$ cat config.mk
export PLATFORM = sky130hd
export DESIGN_NAME = sle_bank_seq
export DESIGN_NICKNAME = d
export VERILOG_FILES = /design/src/rtl/sle_bank_seq.sv
export SDC_FILE = /design/constraint.sdc
export NUM_CORES = 1
export LEC_CHECK = 0
export ABC_CLOCK_PERIOD_IN_PS = 2200
export CAP_MARGIN = 25
export CORE_UTILIZATION = 45
export DETAILED_ROUTE_END_ITERATION = 6
export PLACE_DENSITY = 0.67
export SKIP_LAST_GASP = 1
export SLEW_MARGIN = 25
export SYNTH_ARGS = -nofsm -noshare
export SYNTH_HDL_FRONTEND = slang
export SYNTH_SLANG_ARGS = --single-unit
$ cat constraint.sdc
create_clock -name CLK -period 2.2 [get_ports CLK]
set_input_delay 0.44 -clock CLK [delete_from_list [all_inputs] [get_ports CLK]]
set_output_delay 0.44 -clock CLK [all_outputs]
set_load 0.05 [all_outputs]
$ cat src/rtl/sle_bank_seq.sv
// Command sequencer for a bank of flop-mode SLE registers sharing EN/SLn/SD/ALn/ADn/LAT.
// Commands queue in a small FIFO; each runs a settle phase, a strobe phase and a one-cycle DONE.
module sle_bank_seq #(
   parameter int AW        = 1,
   parameter int SETUP_CYC = 1,
   parameter bit INIT_VAL  = 1'b0
) (
   input  logic       CLK,
   input  logic       RST,
   input  logic       CMD_VALID,
   output logic       CMD_READY,
   input  logic [1:0] CMD_OP,
   input  logic [3:0] CMD_ARG,
   output logic       SLE_EN,
   output logic       SLE_SLN,
   output logic       SLE_SD,
   output logic       SLE_ALN,
   output logic       SLE_ADN,
   output logic       SLE_LAT,
   output logic       BUSY,
   output logic       DONE,
   output logic [7:0] DONE_CNT
);
   localparam int         DEPTH      = 2 ** AW;
   localparam logic [AW:0] FULL_COUNT = (AW + 1)'(DEPTH);
   localparam logic [3:0] SETUP_LAST = 4'(SETUP_CYC - 1);
   localparam logic [1:0] OP_CLEAR   = 2'b01;
   localparam logic [1:0] OP_SET     = 2'b10;
   localparam logic [1:0] OP_HOLD    = 2'b11;

   typedef enum logic [1:0] {ST_IDLE, ST_SETUP, ST_STROBE, ST_DONE} state_t;

   logic [5:0]    fifo_mem [DEPTH];
   logic [AW-1:0] wr_ptr_q, wr_ptr_d, rd_ptr_q, rd_ptr_d;
   logic [AW:0]   count_q, count_d;
   state_t        state_q, state_d;
   logic [1:0]    op_q, op_d;
   logic [3:0]    arg_q, arg_d;
   logic [3:0]    cnt_q, cnt_d;
   logic          en_q, en_d, sln_q, sln_d, sd_q, sd_d, done_q, done_d;
   logic [7:0]    done_cnt_q, done_cnt_d;
   logic          push, pop;
   logic [5:0]    head;

   assign CMD_READY = ~RST & (count_q != FULL_COUNT);
   assign push      = CMD_VALID & CMD_READY;
   assign pop       = (state_q == ST_IDLE) && (count_q != '0);
   assign head      = fifo_mem[rd_ptr_q];

   always_comb begin
      wr_ptr_d = push ? wr_ptr_q + 1'b1 : wr_ptr_q;
      rd_ptr_d = pop  ? rd_ptr_q + 1'b1 : rd_ptr_q;
      count_d  = count_q;
      if (push && !pop) count_d = count_q + 1'b1;
      else if (!push && pop) count_d = count_q - 1'b1;
   end

   always_comb begin
      state_d    = state_q;
      op_d       = op_q;
      arg_d      = arg_q;
      cnt_d      = cnt_q;
      done_cnt_d = done_cnt_q;
      case (state_q)
         ST_IDLE: begin
            if (pop) begin
               op_d  = head[5:4];
               arg_d = head[3:0];
               if (SETUP_CYC > 0) begin
                  state_d = ST_SETUP;
                  cnt_d   = SETUP_LAST;
               end else begin
                  state_d = ST_STROBE;
                  cnt_d   = head[3:0];
               end
            end
         end
         ST_SETUP: begin
            if (cnt_q == '0) begin
               state_d = ST_STROBE;
               cnt_d   = arg_q;
            end else begin
               cnt_d = cnt_q - 1'b1;
            end
         end
         ST_STROBE: begin
            if (cnt_q == '0) state_d = ST_DONE;
            else cnt_d = cnt_q - 1'b1;
         end
         ST_DONE: begin
            state_d    = ST_IDLE;
            done_cnt_d = done_cnt_q + 1'b1;
         end
      endcase

      // Outputs are registered from the next state so the SLE pins never glitch.
      en_d   = (state_d == ST_STROBE) && (op_d != OP_HOLD);
      sln_d  = 1'b1;
      sd_d   = 1'b0;
      done_d = (state_d == ST_DONE);
      if (state_d == ST_SETUP || state_d == ST_STROBE) begin
         case (op_d)
            OP_CLEAR: sln_d = 1'b0;
            OP_SET: begin
               sln_d = 1'b0;
               sd_d  = 1'b1;
            end
            default: ;
         endcase
      end
   end

   always_ff @(posedge CLK) begin
      if (push) fifo_mem[wr_ptr_q] <= {CMD_OP, CMD_ARG};
   end

   always_ff @(posedge CLK) begin
      if (RST) begin
         wr_ptr_q   <= '0;
         rd_ptr_q   <= '0;
         count_q    <= '0;
         state_q    <= ST_IDLE;
         op_q       <= '0;
         arg_q      <= '0;
         cnt_q      <= '0;
         en_q       <= 1'b0;
         sln_q      <= 1'b1;
         sd_q       <= 1'b0;
         done_q     <= 1'b0;
         done_cnt_q <= '0;
      end else begin
         wr_ptr_q   <= wr_ptr_d;
         rd_ptr_q   <= rd_ptr_d;
         count_q    <= count_d;
         state_q    <= state_d;
         op_q       <= op_d;
         arg_q      <= arg_d;
         cnt_q      <= cnt_d;
         en_q       <= en_d;
         sln_q      <= sln_d;
         sd_q       <= sd_d;
         done_q     <= done_d;
         done_cnt_q <= done_cnt_d;
      end
   end

   // Async-load is held active for the whole reset so the bank powers up at INIT_VAL.
   assign SLE_ALN  = ~RST;
   assign SLE_ADN  = ~INIT_VAL;
   assign SLE_LAT  = 1'b0;
   assign SLE_EN   = en_q;
   assign SLE_SLN  = sln_q;
   assign SLE_SD   = sd_q;
   assign DONE     = done_q;
   assign DONE_CNT = done_cnt_q;
   assign BUSY     = (state_q != ST_IDLE) || (count_q != '0);
endmodule

==> flow_results.org <==
** Floorplan
- In this run the vertical extent of the chip is 67.4 um.
- The die covers 4540 um^2.
- Number of top-level pins :: 26
- Placeable core region :: 4060 um^2
- Horizontal extent of the die :: 67.4 um
- For this configuration, the core starts out at a cell density of 47.4%.
- Number of placement rows :: 23

** Layout
- Antenna Diode Count :: 0
- Relative to the synthesized area, the layout overhead comes to 21.4%.
- Nets@finish :: 233
- Post-Route Utilization :: 57.5%
- Of the cells placed in the final design, the portion with a size suffix greater than 1 is 13.7%.
- Layout Cell Area excl Fill :: 2330 um^2

** Global route
- The number of global-route vias before repair came to 1286.
- All-Layer GR Usage :: 17.2%
- Entering global routing, the biggest net connects 23 pins.
- Global routing finished with a remaining overflow of 0.
- Global-route wire length before repair :: 5710 um
- The initial antenna violation count was 0.

** Timing
- Setup violation total in the final timing report :: 0
- Derived from the worst setup path, the maximum achievable clock frequency is 485 MHz.
- Clock period minus worst slack :: 2060 ps
- Unrepaired setup endpoints after global routing :: no
- Post-route clock period utilization :: 93.7%
- Clock skew on the completed layout was measured at 7.40 ps.
- At the pin with the least slew margin, the transition time is 510 ps.
- The final hold violation count came to 0.
- For the final routed database, the setup TNS stands at 0 ps.
- Number of pins exceeding their max-slew limit in the final report :: 0
- Max_slew headroom :: 65.9%

** Clock network
- For the worst-skew pair, the clock arrives at the later sink with an insertion delay of 290 ps.
- CTS buffer count :: 5
- Number of buffers added for setup after CTS :: 0
- Clock slew at reported path FFs :: 80 ps
- Clock sink count :: 41
- The H-tree was split into 2 levels.
- Clock tree from TritonCTS :: done
- The cell sitting at the root of the clock tree is a sky130_fd_sc_hd__clkbuf_8.
- The clock passes through at most 2 buffers.

** Detailed routing
- In the routed design, unresolved DRC markers number 0.
- Overall routed net length :: 3400 um
- Remaining number of nets flagged by the antenna check after routing :: 0
- Routed length on met2 :: 1670 um
- After detailed routing, the wire length on met1 is 1540 um.
- Detail-routed via count per cell :: 5.17
- First DRT Iteration DRCs :: 85
- The detailed router placed 1354 vias in this run.
- Before antenna repair, the detailed router went through 4 iterations.
- Detail-routed net length per standard cell :: 13.0 um
- After detailed routing, no signal wire sits above met4.
- After detailed routing, the met3 layer carries 143 um of wire.

** Power and ir drop
- Leakage power of the design :: 0.896 nW
- Share of total power in sequential cells :: 39.4%
- Net switching is 38.7% of the power.
- Switching Power :: 1.01 mW
- In this run, the clock network consumes 19.1% of the power.
- In this run, the combinational gates consume 41.5% of the power.
- The design draws 2.61 mW.
- Cell internal power was estimated by the tool at 1.60 mW.
- In this run the power density over the cells is 1120 nW/um^2.
- Across the VDD grid, the largest voltage drop is 0.571 mV.

** Critical path
- Max Fanout on Critical Path :: 6
- CP Data Arrival Time :: 2260 ps
- STA classifies the critical path endpoint as a register.
- STA puts the critical path data required time at 2390 ps.
- The worst setup path is launched from a register.
- Across all register-to-register paths, the minimum setup slack is 140 ps.
- The critical path is of the reg -> reg type.

** Synth
- Post-synth top flop :: sky130_fd_sc_hd__dfxtp_1
- Yosys mapped a number of flops with a built-in enable equal to 12.
- After synthesis the netlist holds a flip-flop and latch count of 41.
- Synthesized cell area :: 1920 um^2
- Share of Yosys cell area claimed by the top area cell type :: 30.2%
- Gate count of the mapped netlist :: 185
- The number of nets in the synthesized netlist is 207.
- Ranked by total cell area, the synthesized netlist is headed by sky130_fd_sc_hd__dfxtp_1 (30%), sky130_fd_sc_hd__edfxtp_1 (19%), sky130_fd_sc_hd__ha_1 (8.5%), sky130_fd_sc_hd__mux2i_1 (4.2%), sky130_fd_sc_hd__nor2_1 (3.5%).
- Largest area contributor in the synthesized netlist :: sky130_fd_sc_hd__dfxtp_1
- Each instance of the synthesized netlist takes up on average 10.4 um^2.
- Portion of the post-synthesis area used by sequential elements :: 49.0%
- Yosys printed 0 warnings.
- Fraction of registers with async set or reset after synthesis :: 0%
- Yosys cell types :: 43

** Placement
- RD Place Congestion :: 0.814
- In this run the cell area measured after placement is 2240 um^2.
- The HPWL after detailed placement is 2650 um.
- Count of port buffers added during placement :: 23

** Worst hold path
- Hold/Removal Path Class :: reg -> reg

** Status
- The run finished with clean final reports.

** Run
- Maximum Capacitance Violations :: 0
[flip-flops by register name (all words and copies together), names as in the netlist, named ones only]
name      count
DONE          1
DONE_CNT      8
SLE_EN        1
SLE_SD        1
SLE_SLN       1
arg_q         4
cnt_q         4
count_q       2
fifo_mem     12
op_q          2
rd_ptr_q      1
state_q       2
wr_ptr_q      1
[critical path, stage by stage (launching register included)]
cell and delay (ps):
sky130_fd_sc_hd__dfxtp_1 330, sky130_fd_sc_hd__inv_1 80, sky130_fd_sc_hd__ha_1 190, sky130_fd_sc_hd__or3b_1 510
sky130_fd_sc_hd__a211oi_4 320, sky130_fd_sc_hd__nor2_2 90, sky130_fd_sc_hd__ha_1 300, sky130_fd_sc_hd__and3_1 140
[area by class of cell]
cell class / count / area, um^2
clock inverter: 3 / 25.0
sequential: 41 / 941
tap: 50 / 62.6
multi-input combinational: 118 / 870
timing repair buffer: 29 / 305
clock buffer: 5 / 68.8
inverter: 16 / 60.1
fill: 365 / 1730
[cells in the mapped netlist (2+ instances only)]
| master | number |
|---|---|
| sky130_fd_sc_hd__a211oi_1 | 4 |
| sky130_fd_sc_hd__a21oi_1 | 11 |
| sky130_fd_sc_hd__a31oi_1 | 3 |
| sky130_fd_sc_hd__and2_1 | 2 |
| sky130_fd_sc_hd__and3_1 | 2 |
| sky130_fd_sc_hd__buf_4 | 2 |
| sky130_fd_sc_hd__clkbuf_1 | 6 |
| sky130_fd_sc_hd__conb_1 | 2 |
| sky130_fd_sc_hd__dfxtp_1 | 29 |
| sky130_fd_sc_hd__edfxtp_1 | 12 |
| sky130_fd_sc_hd__ha_1 | 13 |
| sky130_fd_sc_hd__inv_1 | 12 |
| sky130_fd_sc_hd__inv_2 | 4 |
| sky130_fd_sc_hd__mux2i_1 | 8 |
| sky130_fd_sc_hd__nand2_1 | 5 |
| sky130_fd_sc_hd__nand3_1 | 4 |
| sky130_fd_sc_hd__nand4_1 | 4 |
| sky130_fd_sc_hd__nand4b_1 | 2 |
| sky130_fd_sc_hd__nor2_1 | 18 |
| sky130_fd_sc_hd__nor2b_1 | 3 |
| sky130_fd_sc_hd__nor3_1 | 2 |
| sky130_fd_sc_hd__o21ai_1 | 4 |
| sky130_fd_sc_hd__or3_1 | 5 |
| sky130_fd_sc_hd__or3b_1 | 2 |
| sky130_fd_sc_hd__xnor2_1 | 3 |
| sky130_fd_sc_hd__xor2_1 | 6 |
[layer usage]
layer  up-vias  global-route usage [%]
li1        698                       -
met1       621                    21.6
met2        28                    27.5
met3         7                    5.57
met4         0                    6.38
met5         -                       0
[power by group through the flow]
stage               combinational (mW)  sequential, mW  clock (mW)
finish                            1.08            1.03       0.498
global route                      1.19            1.05       0.550
CTS                               1.08            1.03       0.514
detailed placement                1.08            1.05           0
global placement                  1.04            1.04           0
floorplan                        0.755            1.09           0
[cells in the final DEF, fill, tap and decap left out, types with 6 or more instances in the layout]
master	count
sky130_fd_sc_hd__dfxtp_1	29
sky130_fd_sc_hd__nor2_1	18
sky130_fd_sc_hd__buf_4	6
sky130_fd_sc_hd__mux2i_1	8
sky130_fd_sc_hd__clkdlybuf4s50_1	20
sky130_fd_sc_hd__ha_1	13
sky130_fd_sc_hd__edfxtp_1	12
sky130_fd_sc_hd__xor2_1	6
sky130_fd_sc_hd__inv_1	12
sky130_fd_sc_hd__a21oi_1	11
[path summary, 6_finish.rpt]
| check | cells past startpoint | start | endpoint |
|---|---|---|---|
| worst min-delay path | 2 | cnt_q[0]$_SDFFE_PP0P_ | cnt_q[0]$_SDFFE_PP0P_ |
| worst max register to register | 7 | cnt_q[0]$_SDFFE_PP0P_ | SLE_SD$_SDFF_PP0_ |
| worst min register to register | 2 | cnt_q[0]$_SDFFE_PP0P_ | cnt_q[0]$_SDFFE_PP0P_ |
| worst max-delay path | 7 | cnt_q[0]$_SDFFE_PP0P_ | SLE_SD$_SDFF_PP0_ |
[cell families (layout without fill, tap and decap cells)]
logic type | after synthesis | count (layout) | synth area share, %
AOI/OAI and AO/OA | 33 | 33 | 12.6
xor gates and xnor gates | 9 | 9 | 4.10
adders and majority gates | 13 | 13 | 8.46
buffers and inverters | 26 | 53 | 5.92
DFF | 41 | 41 | 49.0
muxes | 8 | 8 | 4.17
other | 2 | 2 | 0.391
and+or+nand+nor | 53 | 53 | 15.4
[stage by stage]
stage                     worst slack (ps)  cells  hold WS (ps)
final                                  138    262           475
after global routing                  48.4    262           503
after CTS                             77.0    262           478
after detailed placement              89.8    254           466
after global placement                 177    254           453
after floorplan                       94.3    185           441
[repair_timing]
item,in CTS,in global routing
setup endpoints to repair,0,1
gates resized for setup,0,1
hold buffers,0,0
Power figures use the tool's default switching activity.
